File: config.mk
export PLATFORM = sky130hd
export DESIGN_NAME = pixel_array_ctrl
export DESIGN_NICKNAME = d
export VERILOG_FILES = /design/src/rtl/pixel_array_ctrl.sv
export SDC_FILE = /design/constraint.sdc
export NUM_CORES = 1
export LEC_CHECK = 0
export ABC_AREA = 1
export BUFFER_PORTS_ARGS = -buffer_cell sky130_fd_sc_hd__buf_4
export CAP_MARGIN = 20
export CORE_MARGIN = 2
export CORE_UTILIZATION = 53
export CTS_BUF_LIST = sky130_fd_sc_hd__clkbuf_4
export CTS_CLUSTER_SIZE = 28
export DETAILED_ROUTE_END_ITERATION = 8
export PLACE_DENSITY = 0.8
export SLEW_MARGIN = 40
export SYNTH_ARGS = -nofsm -noshare
export SYNTH_HDL_FRONTEND = slang
export SYNTH_SLANG_ARGS = --single-unit
File: constraint.sdc
create_clock -name clk -period 1.9 [get_ports clk]
set_input_delay 0 -clock clk [delete_from_list [all_inputs] [get_ports clk]]
set_output_delay 0 -clock clk [all_outputs]
set_load 0.03 [all_outputs]
File: src/rtl/pixel_array_ctrl.sv
// Frame sequencer for a pixel sensor array: erase, expose, ramp conversion,
// then per-pixel readout streamed over a valid/ready handshake.
module pixel_array_ctrl #(
    parameter int NUM_PIXELS      = 4,
    parameter int DATA_WIDTH      = 8,
    parameter int ERASE_CYCLES    = 5,
    parameter int EXP_WIDTH       = 16,
    parameter int FRAME_CNT_WIDTH = 16,
    localparam int IDX_W          = (NUM_PIXELS > 1) ? $clog2(NUM_PIXELS) : 1
) (
    input  logic                       clk,
    input  logic                       reset,
    input  logic                       start,
    input  logic                       abort,
    input  logic                       cont_mode,
    input  logic [EXP_WIDTH-1:0]       expose_len,
    output logic                       pix_reset,
    output logic                       pix_erase,
    output logic                       pix_expose,
    output logic                       pix_ramp,
    output logic [NUM_PIXELS-1:0]      pix_read,
    output logic [DATA_WIDTH-1:0]      data_o,
    output logic                       data_oe,
    input  logic [DATA_WIDTH-1:0]      data_i,
    output logic [DATA_WIDTH-1:0]      out_data,
    output logic [IDX_W-1:0]           out_index,
    output logic                       out_valid,
    input  logic                       out_ready,
    output logic                       busy,
    output logic                       frame_done,
    output logic [FRAME_CNT_WIDTH-1:0] frame_count
);

    localparam int ECW   = $clog2(ERASE_CYCLES + 1);
    localparam int CNT_W = (EXP_WIDTH > ECW) ? EXP_WIDTH : ECW;

    typedef enum logic [2:0] {
        S_IDLE, S_ERASE, S_EXPOSE, S_CONVERT, S_RD_SEL, S_RD_CAP, S_RD_OUT, S_DONE
    } state_t;

    state_t               state_r;
    logic [CNT_W-1:0]     cnt_r;
    logic [EXP_WIDTH-1:0] exp_len_r;
    logic [IDX_W-1:0]     idx_r;

    logic [EXP_WIDTH-1:0] len_s;
    logic [CNT_W-1:0]     exp_load_s;
    logic [IDX_W-1:0]     idx_next_s;
    logic                 last_idx_s;

    // A zero exposure request still exposes for one cycle
    function automatic logic [EXP_WIDTH-1:0] clamp_len(input logic [EXP_WIDTH-1:0] len);
        return (len == '0) ? EXP_WIDTH'(1) : len;
    endfunction

    assign len_s      = clamp_len(expose_len);
    assign exp_load_s = CNT_W'(exp_len_r) - CNT_W'(1);
    assign idx_next_s = idx_r + IDX_W'(1);
    assign last_idx_s = (idx_r == IDX_W'(NUM_PIXELS - 1));

    // Frame FSM; every output is set on the edge that enters its phase
    always_ff @(posedge clk or negedge reset) begin
        if (!reset) begin
            state_r     <= S_IDLE;
            cnt_r       <= '0;
            exp_len_r   <= '0;
            idx_r       <= '0;
            pix_reset   <= 1'b0;
            pix_erase   <= 1'b0;
            pix_expose  <= 1'b0;
            pix_ramp    <= 1'b0;
            pix_read    <= '0;
            data_o      <= '0;
            data_oe     <= 1'b0;
            out_data    <= '0;
            out_index   <= '0;
            out_valid   <= 1'b0;
            busy        <= 1'b0;
            frame_done  <= 1'b0;
            frame_count <= '0;
        end else if (abort) begin
            state_r    <= S_IDLE;
            cnt_r      <= '0;
            idx_r      <= '0;
            pix_reset  <= 1'b0;
            pix_erase  <= 1'b0;
            pix_expose <= 1'b0;
            pix_ramp   <= 1'b0;
            pix_read   <= '0;
            data_o     <= '0;
            data_oe    <= 1'b0;
            out_valid  <= 1'b0;
            busy       <= 1'b0;
            frame_done <= 1'b0;
        end else begin
            case (state_r)
                S_IDLE: begin
                    if (start) begin
                        state_r   <= S_ERASE;
                        busy      <= 1'b1;
                        pix_reset <= 1'b1;
                        pix_erase <= 1'b1;
                        cnt_r     <= CNT_W'(ERASE_CYCLES - 1);
                        exp_len_r <= len_s;
                    end
                end
                S_ERASE: begin
                    if (cnt_r == '0) begin
                        state_r    <= S_EXPOSE;
                        pix_reset  <= 1'b0;
                        pix_erase  <= 1'b0;
                        pix_expose <= 1'b1;
                        cnt_r      <= exp_load_s;
                    end else begin
                        cnt_r <= cnt_r - CNT_W'(1);
                    end
                end
                S_EXPOSE: begin
                    if (cnt_r == '0) begin
                        state_r    <= S_CONVERT;
                        pix_expose <= 1'b0;
                        pix_ramp   <= 1'b1;
                        data_oe    <= 1'b1;
                        data_o     <= '0;
                    end else begin
                        cnt_r <= cnt_r - CNT_W'(1);
                    end
                end
                S_CONVERT: begin
                    if (data_o == '1) begin
                        state_r  <= S_RD_SEL;
                        pix_ramp <= 1'b0;
                        data_oe  <= 1'b0;
                        data_o   <= '0;
                        idx_r    <= '0;
                        pix_read <= NUM_PIXELS'(1);
                    end else begin
                        data_o <= data_o + DATA_WIDTH'(1);
                    end
                end
                S_RD_SEL: begin
                    state_r <= S_RD_CAP;
                end
                S_RD_CAP: begin
                    state_r   <= S_RD_OUT;
                    out_data  <= data_i;
                    out_index <= idx_r;
                    out_valid <= 1'b1;
                    pix_read  <= '0;
                end
                S_RD_OUT: begin
                    if (out_ready) begin
                        out_valid <= 1'b0;
                        if (last_idx_s) begin
                            state_r     <= S_DONE;
                            frame_done  <= 1'b1;
                            frame_count <= frame_count + FRAME_CNT_WIDTH'(1);
                        end else begin
                            state_r  <= S_RD_SEL;
                            idx_r    <= idx_next_s;
                            pix_read <= NUM_PIXELS'(1) << idx_next_s;
                        end
                    end
                end
                S_DONE: begin
                    frame_done <= 1'b0;
                    if (cont_mode) begin
                        state_r   <= S_ERASE;
                        pix_reset <= 1'b1;
                        pix_erase <= 1'b1;
                        cnt_r     <= CNT_W'(ERASE_CYCLES - 1);
                        exp_len_r <= len_s;
                    end else begin
                        state_r <= S_IDLE;
                        busy    <= 1'b0;
                    end
                end
                default: begin
                    state_r <= S_IDLE;
                    busy    <= 1'b0;
                end
            endcase
        end
    end

endmodule

==> results of run 1 <==
==> path summary, 6_finish.rpt <==
| path | end | slack, ns | startpoint | cells past startpoint |
|---|---|---|---|---|
| setup / recovery | state_r[1]$_DFFE_PN0P_ | 0.09 | cnt_r[0]$_DFFE_PN0P_ | 9 |
| hold / removal | state_r[0]$_DFFE_PN0P_ | 0.02 | cont_mode | 5 |
| setup reg to reg | state_r[1]$_DFFE_PN0P_ | 0.09 | cnt_r[0]$_DFFE_PN0P_ | 9 |
| hold reg to reg | frame_count[6]$_DFFE_PN0P_ | 0.52 | frame_count[6]$_DFFE_PN0P_ | 1 |
| max in group asynchronous | frame_count[8]$_DFFE_PN0P_ | 1.21 | reset | 3 |
| min in group asynchronous | exp_len_r[14]$_DFFE_PN0P_ | 0.08 | reset | 2 |
==> flip-flops by register name, indices dropped and copies added (netlist names) <==
name and cells:
out_data 8, idx_r 2, frame_done 1, out_index 2, out_valid 1, state_r 3, frame_count 16, pix_erase 1
cnt_r 16, exp_len_r 16, busy 1, data_o 8, pix_read 4, pix_expose 1, data_oe 1
==> metrics by stage <==
stage	instances	hold slack [ns]
floorplan	650	-0.296
global placement	838	0.0280
detailed placement	838	0.0350
CTS	881	0.00164
global route	890	0.0183
finish	890	0.0171
==> routing by layer <==
metal,global-route usage [%],vias up
met5,0,-
met4,9.38,0
met3,4.71,31
met2,45.6,165
met1,34.4,2225
li1,-,2326
==> layout make-up <==
cell class	count	area (um2)	area share [%]
Clock buffer	9	67.6	1.09
Inverter	73	279	4.51
Sequential cell	81	2030	32.8
Clock inverter	7	77.6	1.25
Tap cell	108	135	2.18
Timing Repair Buffer	127	1070	17.3
Multi-Input combinational cell	485	2520	40.8
==> Yosys cell counts (all sizes together) <==
library cell  count
a211oi            1
a21oi            14
a22oi             1
a31oi             1
buf              10
clkbuf            1
dfrtp            81
ha                9
inv              73
mux2              8
nand2           213
nand3            55
nand3b            2
nand4             4
nor2             82
nor3             10
nor4              4
o211ai            3
o21ai            45
o221a             1
o221ai            1
o22ai             1
or2               1
xnor2             6
xor2             23
==> cell families after synthesis <==
kind of cell             synth area share (%)
adder cells (fa/ha/maj)                  2.32
XOR/XNOR                                 5.24
AND/OR/NAND/NOR                          33.8
buffers and inverters                    7.26
multiplexers                             1.86
AO/OA/AOI/OAI                            7.64
flip-flops                               41.8
==> report_power, final <==
part	switching (mW)	leakage, nW	internal, mW	total [mW]
Clock	0.665	0.0785	0.414	1.08
Combinational	3.79	2.02	2.29	6.08
Sequential	0.431	1.06	2.19	2.62
Total	4.89	3.16	4.89	9.77
==> worst reg2reg max path: cells and delay by family (launching register included) <==
kind                       cells  cell delay (ns)
AOI/OAI and AO/OA              2             0.25
adders and majority gates      1             0.18
buffers and inverters          1             0.14
DFF                            1             0.40
and+or+nand+nor                5             0.76
==> repair_timing <==
item	CTS	global route
endpoints found under the setup margin	14	35
hold buffers	27	0
hold endpoints to repair	103	0
gates resized for setup	3	15
pin swaps	0	2
buffers inserted	0	9
==> impl_metrics.env, run 1 <==
export IMPL_synth_area_um2=4840
export IMPL_dpl_hpwl_um=8790
export IMPL_yosys_register_bits=81
export IMPL_n_fill_cell=681
export IMPL_h_tree_depth=3
export IMPL_diodes=0
export IMPL_start_util_pct=55.0
export IMPL_grt_pass1_wl_um=21500
export IMPL_mostFrequentLayoutCells="nand2_1 (201), buf_4 (96), dfrtp_1 (78), nor2_1 (68), inv_1 (67)"
export IMPL_clkSinkCount=81
export IMPL_report_final_slew_viol_count=0
export IMPL_cts_made_buffers=9
export IMPL_cp_slowest_cell="dfrtp_1"
export IMPL_design_area_um2=6180
export IMPL_place_ws_ns=0.0187
export IMPL_ys_warn_count=0
export IMPL_via_per_inst=5.33
export IMPL_row_count=34
export IMPL_worstSetupPathType="reg -> reg"
export IMPL_ctsLongestPathBuffers=2
export IMPL_firstDrtPassIters=5
export IMPL_cp_data_required_time_ns=2.24
export IMPL_synth_nets=689
export IMPL_drive_gt1_share_pct=21.4
export IMPL_die_h_um=99.6
export IMPL_final_common_cell="nand2_1"
export IMPL_ant_nets=0
export IMPL_max_cap_viol_count=0
export IMPL_yosys_top_cells_area="dfrtp_1 (42%), nand2_1 (16%), nor2_1 (5.5%), nand3_1 (5.5%), inv_1 (5.2%)"
export IMPL_yosysTopAreaCell="dfrtp_1"
export IMPL_crit_buf_inv=1
export IMPL_gr_total_overflow=0
export IMPL_antenna_found_initial=0
export IMPL_cts_root_buf="clkbuf_4"
export IMPL_fmax_ghz=0.552
export IMPL_leakagePower_nw=3.16
export IMPL_clkTransAtPathRegs_ns=0.15
export IMPL_max_stage_delay_ns=0.40
export IMPL_final_core_util_pct=70.2
export IMPL_final_setup_viol_count=0
export IMPL_synthCells=650
export IMPL_wl_met2_um=6210
export IMPL_wl_met1_um=5450
export IMPL_die_x_um=99.6
export IMPL_crit_path_start_kind="register"
export IMPL_max_slew_margin_rel_pct=62.8
export IMPL_worstPathMaxFanout=5
export IMPL_power_density_nw_per_um2=1580
export IMPL_top_layer="met4"
export IMPL_gp_congestion=1.01
export IMPL_grt_usage_pct=26.7
export IMPL_dieArea_um2=9920
export IMPL_first_global_vias=4663
export IMPL_synth_distinct_cells=39
export IMPL_drc=0
export IMPL_yosysSeqAreaShare_pct=41.8
export IMPL_period_needed_ns=1.81
export IMPL_path_cells="inv_1 > ha_4 > nand2_4 > nor2_1 > nand2_1 > o211ai_1 > nand3_1 > nand2_1 > o21ai_0"
export IMPL_vias=4747
export IMPL_cp_data_arrival_time_ns=2.15
export IMPL_cts_tree="yes"
export IMPL_worst_slack_ns=0.0899
export IMPL_tightest_slew_ns=0.558
export IMPL_p_total_mw=9.77
export IMPL_grt_max_degree=42
export IMPL_wl_met3_um=667
export IMPL_skew_ns=0.0142
export IMPL_totalWireLength_um=12600
export IMPL_io_pin_count=76
export IMPL_coreArea_um2=8810
export IMPL_synth_top_area_share_pct=41.8
export IMPL_syn_to_final_growth_pct=27.7
export IMPL_cp_top_family="simple AND/OR/NAND/NOR gates"
export IMPL_finalHoldViolCount=0
export IMPL_fin_crit_sh_pct=95.3
export IMPL_numPortBuffers=75
export IMPL_place_area_um2=5630
export IMPL_setup_tns_ns=0
export IMPL_nets=816
export IMPL_avgSynthCellArea_um2=7.45
export IMPL_crit_path_end_kind="register"
export IMPL_drt_first_iter_violations=269
export IMPL_post_drt_wl_per_cell_um=14.2
export IMPL_critPathMostFrequentCell="nand2_1"
export IMPL_status="finished, final reports clean"
export IMPL_vdd_drop_max_uv=984
export IMPL_hold_class="in -> reg"
export IMPL_clk_latency_ns=0.43
Note: power is estimated with default switching activity, not from simulation.
==> inputs of run 2 (changes only) <==
CORE_UTILIZATION = 45   (was 53)
PLACE_DENSITY = 0.7   (was 0.8)
SETUP_SLACK_MARGIN = 0.3   (was not set)
==> run 2 against run 1 <==
  * Total power is 16% higher
  * Setup slack improved by 0.067 ns
  * Clock power is 14% higher
  * Largest cell class unchanged
  * Highest routed layer unchanged
==> impl_metrics.env, run 2 (synthesis gave the netlist of run 1 again) <==
export IMPL_first_global_vias=4766
export IMPL_h_tree_depth=3
export IMPL_post_drt_wl_per_cell_um=15.4
export IMPL_hold_class="in -> reg"
export IMPL_max_cap_viol_count=0
export IMPL_clkTransAtPathRegs_ns=0.14
export IMPL_ant_nets=0
export IMPL_die_x_um=108
export IMPL_tightest_slew_ns=0.667
export IMPL_p_total_mw=11.4
export IMPL_grt_usage_pct=24.1
export IMPL_row_count=37
export IMPL_drc=0
export IMPL_power_density_nw_per_um2=1600
export IMPL_fmax_ghz=0.574
export IMPL_antenna_found_initial=0
export IMPL_cts_root_buf="clkbuf_4"
export IMPL_coreArea_um2=10400
export IMPL_max_slew_margin_rel_pct=55.5
export IMPL_cts_tree="yes"
export IMPL_gr_total_overflow=0
export IMPL_nets=858
export IMPL_leakagePower_nw=3.60
export IMPL_syn_to_final_growth_pct=46.8
export IMPL_setup_tns_ns=0
export IMPL_cp_data_required_time_ns=2.26
export IMPL_drt_first_iter_violations=354
export IMPL_dieArea_um2=11600
export IMPL_clkSinkCount=81
export IMPL_worstSetupPathType="reg -> reg"
export IMPL_cts_made_buffers=9
export IMPL_diodes=0
export IMPL_grt_pass1_wl_um=22300
export IMPL_gp_congestion=0.933
export IMPL_grt_max_degree=44
export IMPL_vias=5063
export IMPL_start_util_pct=46.7
export IMPL_skew_ns=0.0199
export IMPL_critPathMostFrequentCell="nand2_1"
export IMPL_reg2regPathDepth=12
export IMPL_ctsLongestPathBuffers=2
export IMPL_path_cells="inv_2 > ha_4 > nand2_4 > nor2_4 > nand2_2 > nor2_4 > buf_6 > nand3_2 > nand2_2 > nand2_1 > nand2_1 > nand2_1"
export IMPL_cp_data_arrival_time_ns=2.10
export IMPL_n_fill_cell=799
export IMPL_report_final_slew_viol_count=0
export IMPL_via_per_inst=5.27
export IMPL_top_regs="cnt_r: 16 flops, exp_len_r: 16 flops, frame_count: 16 flops"
export IMPL_crit_path_end_kind="register"
export IMPL_dp_cells=865
export IMPL_dpl_hpwl_um=9200
export IMPL_min_path_cells=5
export IMPL_clk_latency_ns=0.45
export IMPL_mostFrequentLayoutCells="nand2_1 (161), buf_4 (128), dfrtp_1 (71), inv_1 (60), nor2_1 (48)"
export IMPL_final_setup_viol_count=0
export IMPL_totalWireLength_um=14800
export IMPL_cp_slowest_cell="dfrtp_1"
export IMPL_vdd_drop_max_uv=864
export IMPL_die_h_um=108
export IMPL_io_pin_count=76
export IMPL_firstDrtPassIters=5
export IMPL_fin_crit_sh_pct=91.7
export IMPL_max_stage_delay_ns=0.42
export IMPL_crit_path_start_kind="register"
export IMPL_finalHoldViolCount=0
export IMPL_worstPathMaxFanout=6
export IMPL_numPortBuffers=75
export IMPL_layoutNonFillerInstCount=960
export IMPL_status="finished, final reports clean"
export IMPL_period_needed_ns=1.74
export IMPL_rsz0062_at_grt="yes"
export IMPL_drive_gt1_share_pct=37.9
export IMPL_final_common_cell="nand2_1"
==> run 2: path summary, 6_finish.rpt <==
check	from	endpoint	slack [ns]
setup / recovery	cnt_r[0]$_DFFE_PN0P_	cnt_r[10]$_DFFE_PN0P_	0.16
min in group asynchronous	reset	exp_len_r[3]$_DFFE_PN0P_	0.08
hold / removal	abort	data_oe$_DFFE_PN0P_	0.04
setup reg to reg	cnt_r[0]$_DFFE_PN0P_	cnt_r[10]$_DFFE_PN0P_	0.16
hold reg to reg	frame_count[6]$_DFFE_PN0P_	frame_count[6]$_DFFE_PN0P_	0.51
max in group asynchronous	reset	cnt_r[11]$_DFFE_PN0P_	1.07
==> run 2: cell type report <==
cell class	count	area [um2]	area share [%]
Multi-Input combinational cell	486	3010	42.4
Inverter	73	294	4.14
Clock buffer	9	67.6	0.950
Timing Repair inverter	1	8.76	0.123
Timing Repair Buffer	167	1420	19.9
Tap cell	136	170	2.39
Clock inverter	7	101	1.43
Sequential cell	81	2040	28.7
==> run 2: what timing repair did <==
item | in CTS | in global routing
hold buffers | 30 | 0
cloned | 2 | 4
pin swaps | 24 | 26
hold endpoints to repair | 72 | 0
endpoints found under the setup margin | 53 | 72
buffers inserted | 22 | 21
gates resized for setup | 60 | 121
==> run 2: routing by layer <==
layer  up-vias  share of wire, %  wire length, um  GRT usage, %
met5         -                 0                0             0
met4         0               3.1              454          9.80
met3        47               5.6              821          3.39
met2       206                50             7390          39.7
met1      2398                41             6120          31.9
li1       2412                 -                -             -
==> run 2: worst max-delay path: cells and delay by family (launching register included) <==
kind                     cells  cell delay, ns
AND/OR/NAND/NOR              9            0.83
adder cells (fa/ha/maj)      1            0.15
flip-flops                   1            0.42
buffers and inverters        2            0.25
==> run 2: metrics by stage <==
step	utilization [%]	setup slack, ns	instance area [um2]	hold slack [ns]
6_report	68.6	0.157	7110	0.0433
5_1_grt	68.6	0.0574	7110	0.0568
4_1_cts	62.7	0.235	6500	0.0302
3_5_place_dp	54.7	0.0933	5670	0.0351
3_3_place_gp	54.7	0.105	5670	0.0343
2_1_floorplan	-	0.262	4880	-0.296
==> run 2: report_power, final <==
part / switching [mW] / leakage [nW] / internal (mW)
Sequential: 0.432 / 1.05 / 2.19
Combinational: 4.55 / 2.45 / 2.99
Clock: 0.679 / 0.0888 / 0.549
